File: src/rtl/mdu_hilo_if.sv
// rtl/mdu_hilo_if.sv - request/result bundle between control, register file and the HI/LO unit
interface mdu_hilo_if #(
  parameter int WIDTH = 32
);
  logic             start;
  logic [1:0]       op;
  logic [WIDTH-1:0] rs_data;
  logic [WIDTH-1:0] rt_data;
  logic             mthi;
  logic             mtlo;
  logic [WIDTH-1:0] hi;
  logic [WIDTH-1:0] lo;
  logic             busy;
  logic             done;

  modport master (
    output start, op, rs_data, rt_data, mthi, mtlo,
    input  hi, lo, busy, done
  );

  modport slave (
    input  start, op, rs_data, rt_data, mthi, mtlo,
    output hi, lo, busy, done
  );
endinterface

File: src/rtl/mdu_hilo.sv
// rtl/mdu_hilo.sv - radix-2 iterative MULT/MULTU/DIV/DIVU unit with HI/LO registers
// Optional macro MDU_EARLY_TERM_EN: multiplies exit RUN once the remaining multiplier bits are zero.
module mdu_hilo #(
  parameter int WIDTH = 32,
  parameter int CNT_W = 6
) (
  input  logic          clk,
  input  logic          reset,
  mdu_hilo_if.slave     bus
);
  localparam logic [1:0] S_IDLE = 2'd0;
  localparam logic [1:0] S_RUN  = 2'd1;
  localparam logic [1:0] S_FIX  = 2'd2;
  localparam int AW = 2 * WIDTH + 1;

  logic [1:0]       state_q, state_d;
  logic [1:0]       op_q, op_d;
  logic [WIDTH-1:0] opa_q, opa_d;
  logic [AW-1:0]    acc_q, acc_d;
  logic [CNT_W-1:0] cnt_q, cnt_d;
  logic             neg_q, neg_d;
  logic             rneg_q, rneg_d;
  logic             divz_q, divz_d;
  logic [WIDTH-1:0] hi_q, hi_d;
  logic [WIDTH-1:0] lo_q, lo_d;
  logic             done_q, done_d;

  // acc holds {upper product half, multiplier} or {remainder, dividend/quotient}
  logic             rs_neg, rt_neg;
  logic [WIDTH-1:0] rs_mag, rt_mag;
  logic [WIDTH:0]   mul_sum;
  logic [WIDTH:0]   div_shift;
  logic [WIDTH+1:0] div_diff;
  logic             div_ok;
  logic [AW-1:0]    prod;
  logic [WIDTH-1:0] quo, rem;
  logic             early;

  assign rs_neg    = !bus.op[0] && bus.rs_data[WIDTH-1];
  assign rt_neg    = !bus.op[0] && bus.rt_data[WIDTH-1];
  assign rs_mag    = rs_neg ? -bus.rs_data : bus.rs_data;
  assign rt_mag    = rt_neg ? -bus.rt_data : bus.rt_data;

  assign mul_sum   = {1'b0, acc_q[2*WIDTH-1:WIDTH]} + (acc_q[0] ? {1'b0, opa_q} : '0);
  assign div_shift = acc_q[2*WIDTH-1:WIDTH-1];
  assign div_diff  = {1'b0, div_shift} - {2'b00, opa_q};
  assign div_ok    = !div_diff[WIDTH+1];

  assign prod      = neg_q ? -acc_q : acc_q;
  assign quo       = neg_q ? -acc_q[WIDTH-1:0] : acc_q[WIDTH-1:0];
  assign rem       = rneg_q ? -acc_q[2*WIDTH-1:WIDTH] : acc_q[2*WIDTH-1:WIDTH];

`ifdef MDU_EARLY_TERM_EN
  logic [WIDTH-1:0] mul_rest;
  logic [CNT_W:0]   rem_cnt;
  assign mul_rest = acc_q[WIDTH-1:0] << cnt_q;
  assign rem_cnt  = (CNT_W+1)'(WIDTH) - {1'b0, cnt_q};
  assign early    = !op_q[1] && (mul_rest == '0);
`else
  assign early    = 1'b0;
`endif

  always_comb begin
    state_d = state_q;
    op_d    = op_q;
    opa_d   = opa_q;
    acc_d   = acc_q;
    cnt_d   = cnt_q;
    neg_d   = neg_q;
    rneg_d  = rneg_q;
    divz_d  = divz_q;
    hi_d    = hi_q;
    lo_d    = lo_q;
    done_d  = 1'b0;
    case (state_q)
      S_IDLE: begin
        if (bus.start) begin
          state_d = S_RUN;
          op_d    = bus.op;
          cnt_d   = '0;
          neg_d   = rs_neg ^ rt_neg;
          rneg_d  = bus.op[1] && rs_neg;
          divz_d  = bus.op[1] && (bus.rt_data == '0);
          opa_d   = bus.op[1] ? rt_mag : rs_mag;
          acc_d   = {{(WIDTH+1){1'b0}}, (bus.op[1] ? rs_mag : rt_mag)};
        end else begin
          if (bus.mthi) hi_d = bus.rs_data;
          if (bus.mtlo) lo_d = bus.rs_data;
        end
      end
      S_RUN: begin
        cnt_d = cnt_q + 1'b1;
        if (early) begin
`ifdef MDU_EARLY_TERM_EN
          acc_d   = acc_q >> rem_cnt;
`endif
          state_d = S_FIX;
        end else begin
          if (op_q[1])
            acc_d = {1'b0, (div_ok ? div_diff[WIDTH-1:0] : div_shift[WIDTH-1:0]),
                     acc_q[WIDTH-2:0], div_ok};
          else
            acc_d = {1'b0, mul_sum, acc_q[WIDTH-1:1]};
          if (cnt_q == CNT_W'(WIDTH - 1)) state_d = S_FIX;
        end
      end
      S_FIX: begin
        state_d = S_IDLE;
        done_d  = 1'b1;
        cnt_d   = '0;
        if (op_q[1]) begin
          hi_d = rem;
          lo_d = divz_q ? '1 : quo;
        end else begin
          hi_d = prod[2*WIDTH-1:WIDTH];
          lo_d = prod[WIDTH-1:0];
        end
      end
      default: state_d = S_IDLE;
    endcase
  end

  always_ff @(posedge clk or negedge reset) begin
    if (!reset) begin
      state_q <= S_IDLE;
      op_q    <= '0;
      opa_q   <= '0;
      acc_q   <= '0;
      cnt_q   <= '0;
      neg_q   <= 1'b0;
      rneg_q  <= 1'b0;
      divz_q  <= 1'b0;
      hi_q    <= '0;
      lo_q    <= '0;
      done_q  <= 1'b0;
    end else begin
      state_q <= state_d;
      op_q    <= op_d;
      opa_q   <= opa_d;
      acc_q   <= acc_d;
      cnt_q   <= cnt_d;
      neg_q   <= neg_d;
      rneg_q  <= rneg_d;
      divz_q  <= divz_d;
      hi_q    <= hi_d;
      lo_q    <= lo_d;
      done_q  <= done_d;
    end
  end

  assign bus.hi   = hi_q;
  assign bus.lo   = lo_q;
  assign bus.busy = (state_q != S_IDLE);
  assign bus.done = done_q;
endmodule
File: src/flat_wrapper.sv
// flat-port wrapper written by rule: the top's interface ports become plain ports
module mdu_hilo_flat 
#(
  parameter int WIDTH = 32,
  parameter int CNT_W = 6
)
  (clk, reset, bus_start, bus_op, bus_rs_data, bus_rt_data, bus_mthi, bus_mtlo, bus_hi, bus_lo, bus_busy, bus_done);
  mdu_hilo_if #(.WIDTH(WIDTH)) bus_i ();
  input  logic clk;
  input  logic reset;
  input wire logic [$bits(bus_i.start)-1:0] bus_start;
  input wire logic [$bits(bus_i.op)-1:0] bus_op;
  input wire logic [$bits(bus_i.rs_data)-1:0] bus_rs_data;
  input wire logic [$bits(bus_i.rt_data)-1:0] bus_rt_data;
  input wire logic [$bits(bus_i.mthi)-1:0] bus_mthi;
  input wire logic [$bits(bus_i.mtlo)-1:0] bus_mtlo;
  output wire logic [$bits(bus_i.hi)-1:0] bus_hi;
  output wire logic [$bits(bus_i.lo)-1:0] bus_lo;
  output wire logic [$bits(bus_i.busy)-1:0] bus_busy;
  output wire logic [$bits(bus_i.done)-1:0] bus_done;
  assign bus_i.start = bus_start;
  assign bus_i.op = bus_op;
  assign bus_i.rs_data = bus_rs_data;
  assign bus_i.rt_data = bus_rt_data;
  assign bus_i.mthi = bus_mthi;
  assign bus_i.mtlo = bus_mtlo;
  assign bus_hi = bus_i.hi;
  assign bus_lo = bus_i.lo;
  assign bus_busy = bus_i.busy;
  assign bus_done = bus_i.done;
  mdu_hilo #(.WIDTH(WIDTH), .CNT_W(CNT_W)) u_core (.clk(clk), .reset(reset), .bus(bus_i));
endmodule
File: config.mk
export PLATFORM = sky130hd
export DESIGN_NAME = mdu_hilo_flat
export DESIGN_NICKNAME = d
export VERILOG_FILES = /design/src/rtl/mdu_hilo_if.sv /design/src/rtl/mdu_hilo.sv /design/src/flat_wrapper.sv
export SDC_FILE = /design/constraint.sdc
export NUM_CORES = 1
export LEC_CHECK = 0
export ABC_AREA = 1
export CAP_MARGIN = 10
export CELL_PAD_IN_SITES_DETAIL_PLACEMENT = 1
export CELL_PAD_IN_SITES_GLOBAL_PLACEMENT = 2
export CORE_ASPECT_RATIO = 1.4
export CORE_UTILIZATION = 29
export CTS_CLUSTER_DIAMETER = 120
export DETAILED_ROUTE_END_ITERATION = 8
export GPL_TIMING_DRIVEN = 0
export PLACE_DENSITY_LB_ADDON = 0.1
export SLEW_MARGIN = 20
export SYNTH_ARGS = -nofsm -noshare
export SYNTH_HDL_FRONTEND = slang
export SYNTH_SLANG_ARGS = --single-unit
export TNS_END_PERCENT = 10
File: constraint.sdc
create_clock -name clk -period 2.3 [get_ports clk]
set_clock_uncertainty 0.1 [all_clocks]
set_input_delay 0.69 -clock clk [delete_from_list [all_inputs] [get_ports clk]]
set_output_delay 0.69 -clock clk [all_outputs]
set_load 0.01 [all_outputs]
==> results of run 1 <==
## layer usage
layer	GRT usage (%)	up-vias	part of all wire, %
met5	0	-	0
li1	-	11200	-
met1	38.9	11800	38
met3	4.10	286	3.6
met2	63.8	700	50
met4	27.2	0	8.8
## final cells by class
| class | instances | area [um2] |
|---|---|---|
| clock buffer | 18 | 439 |
| antenna | 1 | 2.50 |
| clock inverter | 14 | 191 |
| multi-input combinational | 2527 | 14100 |
| tap | 840 | 1050 |
| inverter | 536 | 2030 |
| sequential | 173 | 4410 |
| timing repair buffer | 251 | 2320 |
| fill | 8468 | 39400 |
| buffer | 108 | 597 |
## final timing paths
| path | to | cells past startpoint | start | slack (ns) |
|---|---|---|---|---|
| min reg2reg | u_core.state_q[1] | 1 | u_core.cnt_q[5] | 0.39 |
| min in group asynchronous | u_core.acc_q[61] | 2 | reset | 0.47 |
| max in group asynchronous | u_core.bus.lo[11] | 4 | reset | 0.42 |
| min | u_core.state_q[1] | 1 | u_core.cnt_q[5] | 0.39 |
| max reg2reg | u_core.acc_q[35] | 17 | u_core.acc_q[0] | -0.38 |
| max | u_core.acc_q[35] | 17 | u_core.acc_q[0] | -0.38 |
## worst register-to-register path, delay by kind of cell (launching register included)
family | cells | cell delay [ns]
buffers and inverters | 7 | 0.80
XOR/XNOR | 1 | 0.18
adder cells (fa/ha/maj) | 2 | 0.50
AND/OR/NAND/NOR | 4 | 0.35
flip-flops | 1 | 0.35
AO/OA/AOI/OAI | 3 | 0.33
## flip-flops by register name, indices dropped and copies added, names as in the netlist
name             cells
u_core.bus.done      1
u_core.acc_q        64
u_core.opa_q        32
u_core.cnt_q         6
u_core.neg_q         1
u_core.divz_q        1
u_core.bus.lo       32
u_core.state_q       2
u_core.bus.hi       32
u_core.op_q          1
u_core.rneg_q        1
## cell usage in the layout (no fill, tap or decap), types with 51 or more instances in the layout
cell type        Yosys  final
nand2_1           1195   1093
inv_1              519    491
nand3_1            356    310
nor2_1             264    221
o21ai_0            161    149
dfrtp_1            173    126
a21oi_1            135    115
clkdlybuf4s50_1      0    110
buf_4                0    108
nand2_2              6     75
o211ai_1            59     59
ha_4                 0     51
## what timing repair did
item,in CTS,in global routing
setup buffers,100,12
hold buffers,1,0
endpoints found under the hold margin,7,0
setup endpoints to repair,165,149
gates resized for setup,475,98
pin swaps,54,36
cloned,1,0
## through the flow
step	cell area (um2)	util [%]
finish	25200	39.0
global route	25200	39.0
CTS	24700	38.2
detailed placement	21500	33.2
global placement	21400	33.1
floorplan	19000	-
## cells by family after synthesis
logic type               after synthesis
buffers and inverters                644
adder cells (fa/ha/maj)               71
AND/OR/NAND/NOR                     1966
flip-flops                           173
AO/OA/AOI/OAI                        442
XOR/XNOR                              48
## power by group through the flow
stage	clock (W)	sequential [W]	combinational, W
2_1_floorplan	0	0.00310	0.000302
3_3_place_gp	0	0.00310	0.000799
3_5_place_dp	0	0.00310	0.000813
4_1_cts	0.00339	0.00304	0.000835
5_1_grt	0.00346	0.00304	0.000900
6_report	0.00334	0.00304	0.000847
==> impl_metrics.yaml, run 1 <==
run_status:
  status: "finished, violations left"
  violations: "setup timing"
place:
  place_congestion: 1.03
  dp.cells: 4321
  dp_hpwl_mm: 98.4
  place_ws_ns: -1.31
  port_buffers: 135
cts:
  clock-root-buffer: "clkbuf_16"
  clock_path_buffers: 2
  h-tree-depth: 4
  path_clk_slew_ns: 0.08
  clock_sinks: 173
  cts_tree: "done"
  clock_latency_ns: 0.51
  numCtsBuffers: 17
sta:
  finalCritPeriodShare_pct: 116
  finalHoldViolCount: 0
  hold_slack_ns: 0.388
  setup_viol: 125
  tightest_slew_ns: 0.991
  slew_violations: 0
  rsz0062_at_grt: "true"
  max_freq_ghz: 0.374
  finalSetupTns_ns: -21.46
  layout_setup_ws_ns: -0.377
  period_minus_slack_ns: 2.68
  slew_headroom_pct: 34.0
routing:
  drt_first_iter_violations: 1321
  wirelength_mm: 120
  ant_nets: 0
  vias_per_cell: 5.35
  remaining_drc_errors: 0
  wl_per_cell_um: 26.8
  drt_first_pass_iters: 5
  vias: 23900
floorplanning:
  io_pins: 137
  initial_core_util_pct: 29.4
  rows: 110
  die_w_um: 218
  core-area_mm2: 0.0645
  die_h_um: 305
  die_area_mm2: 0.0665
global_route:
  grt_pass1_vias: 25200
  grt_antenna_before_repair: 2
  grt_pass1_wl_mm: 172
  grt_max_degree: 89
  grt_use_total_pct: 36.0
  overflow: 0
synth:
  synth-xor-area-share_pct: 2.22
  synth.distinct_cells: 53
  synth-edff-count: 0
  syn_area_mm2: 0.0190
  synth_commonest_cells: "nand2_1 (1195), inv_1 (519), nand3_1 (356)"
  synth_compound_area_share_pct: 13.5
  synth_simple_gate_area_share_pct: 43.6
  synth_top_family_by_area: "simple AND/OR/NAND/NOR gates"
  yosys.area.top_type_share_pct: 23.6
  syn-num-nets: 3486
  synthCells: 3344
  synthArstFlopShare_pct: 100
  synth-seq-area-share_pct: 22.8
  synth_seq_cells: 173
  synthAdderAreaFrac_pct: 4.76
  synth.mux.area_fraction_pct: 0
  synthFlopType: "dfrtp_1"
  synth-warning-count: 0
  avgSynthCellArea_um2: 5.67
  yosysMostFrequentCell: "nand2_1"
  synth_area_leaders: "nand2_1 (24%), dfrtp_1 (23%), inv_1 (10%)"
  synth_top_cell_by_area: "nand2_1"
setup_path:
  end_kind: "register"
  slowest_stage: "fa_2"
  crit_path_start_kind: "register"
  required_ns: 2.62
  cp.arrival_ns: 3.00
  crit_family: "buffers and inverters"
  cp.buffers_inverters: 7
  worstPathMaxFanout: 7
  path_class: "reg2reg"
  max_stage_delay_ns: 0.37
  path_cells: "buf_6, clkbuf_16, nand2_4, inv_2, ha_4, inv_2, fa_2, inv_4, nand3_4, nand3_4, buf_4, buf_4, xor2_4, o21ai_1, a21oi_1, o21ai_1, nand2_1"
layout:
  synthToLayoutAreaGrowth_pct: 32.6
  fin_cells: 4468
  drive_above_1_share_pct: 17.6
  final_nets: 3756
power_and_ir_drop:
  p_seq_share_pct: 42.0
  swShare_pct: 32.3
  ir_worst_vdd_uv: 457
  powerDensity_mw_per_mm2: 287
  switching_power_w: 0.00234
  intPower_w: 0.00489
  total_power_w: 0.00723
  power.leakage_nw: 12.5
  p_comb_share_pct: 11.7
  p_clk_share_pct: 46.2
flow_run:
  drv_cap: 0
hold_path:
  hold_class: "reg2reg"
(Power assumes the default switching activity.)
==> run 2, diff against run 1 <==
--- a/config.mk
+++ b/config.mk
@@ -12,9 +12,11 @@
 export CORE_ASPECT_RATIO = 1.4
 export CORE_UTILIZATION = 29
 export CTS_CLUSTER_DIAMETER = 120
+export CTS_CLUSTER_SIZE = 40
 export DETAILED_ROUTE_END_ITERATION = 8
 export GPL_TIMING_DRIVEN = 0
 export PLACE_DENSITY_LB_ADDON = 0.1
+export SKIP_LAST_GASP = 1
 export SLEW_MARGIN = 20
 export SYNTH_ARGS = -nofsm -noshare
 export SYNTH_HDL_FRONTEND = slang
==> impl_metrics.yaml, run 2 (synthesis results as in run 1) <==
power_and_ir_drop:
  p_seq_share_pct: 41.9
  p_clk_share_pct: 46.2
  intPower_w: 0.00490
  powerDensity_mw_per_mm2: 287
  ir_worst_vdd_uv: 462
  power.leakage_nw: 12.7
  switching_power_w: 0.00235
  p_comb_share_pct: 11.9
  swShare_pct: 32.4
place:
  place_congestion: 1.03
  dp.cells: 4321
  port_buffers: 135
  place_ws_ns: -1.31
  dpl_cell_area_mm2: 0.0215
  dp_hpwl_mm: 98.4
layout:
  drive_above_1_share_pct: 17.5
  final_cell_mix: "nand2_1 (1095), inv_1 (487), nand3_1 (312)"
  largest-register: "u_core.acc_q"
  num-fill-cells: 8479
  final_common_cell: "nand2_1"
  final_nets: 3768
  largest_register_ffs: 64
  seq_area_mm2: 0.00441
  fin_cells: 4480
  synthToLayoutAreaGrowth_pct: 33.2
  multiInputGateArea_mm2: 0.0141
  final_area_mm2: 0.0253
setup_path:
  required_ns: 2.63
  crit_path_start_kind: "register"
  worstPathMaxFanout: 7
  slowest_stage: "fa_2"
  path_class: "reg2reg"
  crit_family: "buffers and inverters"
  end_kind: "register"
  cp.arrival_ns: 3.05
  cp.buffers_inverters: 6
  path_cells: "buf_6, clkbuf_16, nand2_4, inv_2, ha_4, inv_2, fa_2, inv_4, nand3_4, nand3_4, buf_4, xor2_1, o21ai_0, a21oi_1, o21ai_1, nand2_1"
  max_stage_delay_ns: 0.37
floorplanning:
  die_w_um: 218
  initial_core_util_pct: 29.4
  rows: 110
  die_h_um: 305
  core-area_mm2: 0.0645
  die_area_mm2: 0.0665
  io_pins: 137
sta:
  setup_viol: 136
  hold_slack_ns: 0.384
  finalSetupTns_ns: -25.53
  max_freq_ghz: 0.367
  finalCritPeriodShare_pct: 118
  tightest_slew_ns: 0.950
  rsz0062_at_grt: "true"
  slew_headroom_pct: 36.7
  slew_violations: 0
  finalHoldViolCount: 0
  layout_setup_ws_ns: -0.421
  period_minus_slack_ns: 2.72
run_status:
  violations: "setup timing"
  status: "finished, violations left"
global_route:
  overflow: 0
  grt_pass1_wl_mm: 171
  grt_antenna_before_repair: 2
  grt_pass1_vias: 25100
  grt_use_total_pct: 36.0
  grt_max_degree: 89
cts:
  clock_latency_ns: 0.51
  numCtsBuffers: 17
  clock-root-buffer: "clkbuf_16"
  clock_path_buffers: 2
  h-tree-depth: 4
  path_clk_slew_ns: 0.08
  cts_tree: "done"
  clock_sinks: 173
routing:
  wirelength_mm: 120
  wl_per_cell_um: 26.7
  remaining_drc_errors: 0
  highest_layer: "met4"
  wl_met1_mm: 44.7
  ant_nets: 0
  wl_met3_mm: 4.72
  vias_per_cell: 5.33
  wl_met2_mm: 59.6
  drt_first_pass_iters: 5
  drt_first_iter_violations: 1456
  vias: 23900
flow_run:
  drv_cap: 0
hold_path:
  hold_class: "reg2reg"
run 2: cell count changes in the layout (fill, tap and decap cells not counted), sizes merged:
cell           change
dlygate4sd2       -19
clkdlybuf4s15      -1
dlymetal6s2s      +18
clkbuf             +8
buf                +6
run 2: routing by layer:
layer,track usage [%],up-vias
li1,-,11200
met1,38.8,11700
met2,63.3,716
met3,4.60,301
met4,27.6,0
met5,0,-
run 2: repair_timing:
item / CTS / global route
pin swaps: 48 / 60
buffers inserted: 100 / 24
hold buffers: 1 / 0
endpoints found under the setup margin: 165 / 170
resized for setup: 378 / 187
gates cloned: 1 / 0
hold endpoints to repair: 7 / 0
run 2: area by class of cell:
type | count | share of cell area [%]
sequential | 173 | 17.5
tap | 840 | 4.16
clock buffer | 18 | 1.74
multi-input combinational | 2527 | 55.7
antenna | 1 | 0.00990
buffer | 108 | 2.29
inverter | 536 | 8.04
clock inverter | 14 | 0.757
timing repair buffer | 263 | 9.83
run 2: worst paths after layout:
path / slack [ns] / to / startpoint / cells past startpoint
worst max-delay path: -0.42 / u_core.acc_q[35] / u_core.acc_q[0] / 16
max in group asynchronous: 0.41 / u_core.bus.hi[19] / reset / 4
worst min register to register: 0.38 / u_core.state_q[1] / u_core.cnt_q[5] / 1
worst min-delay path: 0.38 / u_core.state_q[1] / u_core.cnt_q[5] / 1
worst max register to register: -0.42 / u_core.acc_q[35] / u_core.acc_q[0] / 16
min in group asynchronous: 0.47 / u_core.acc_q[61] / reset / 2
run 2: through the flow:
stage | utilization (%) | power (W)
3_3_place_gp | 33.1 | 0.00390
5_1_grt | 39.2 | 0.00742
4_1_cts | 37.9 | 0.00726
6_report | 39.2 | 0.00725
3_5_place_dp | 33.2 | 0.00391
2_1_floorplan | - | 0.00340
run 2: power groups by stage:
stage	clock (W)	sequential [W]	combinational [W]
after global routing	0.00347	0.00304	0.000915
after detailed placement	0	0.00310	0.000813
after global placement	0	0.00310	0.000799
final	0.00335	0.00304	0.000864
after CTS	0.00339	0.00304	0.000833
after floorplan	0	0.00310	0.000302
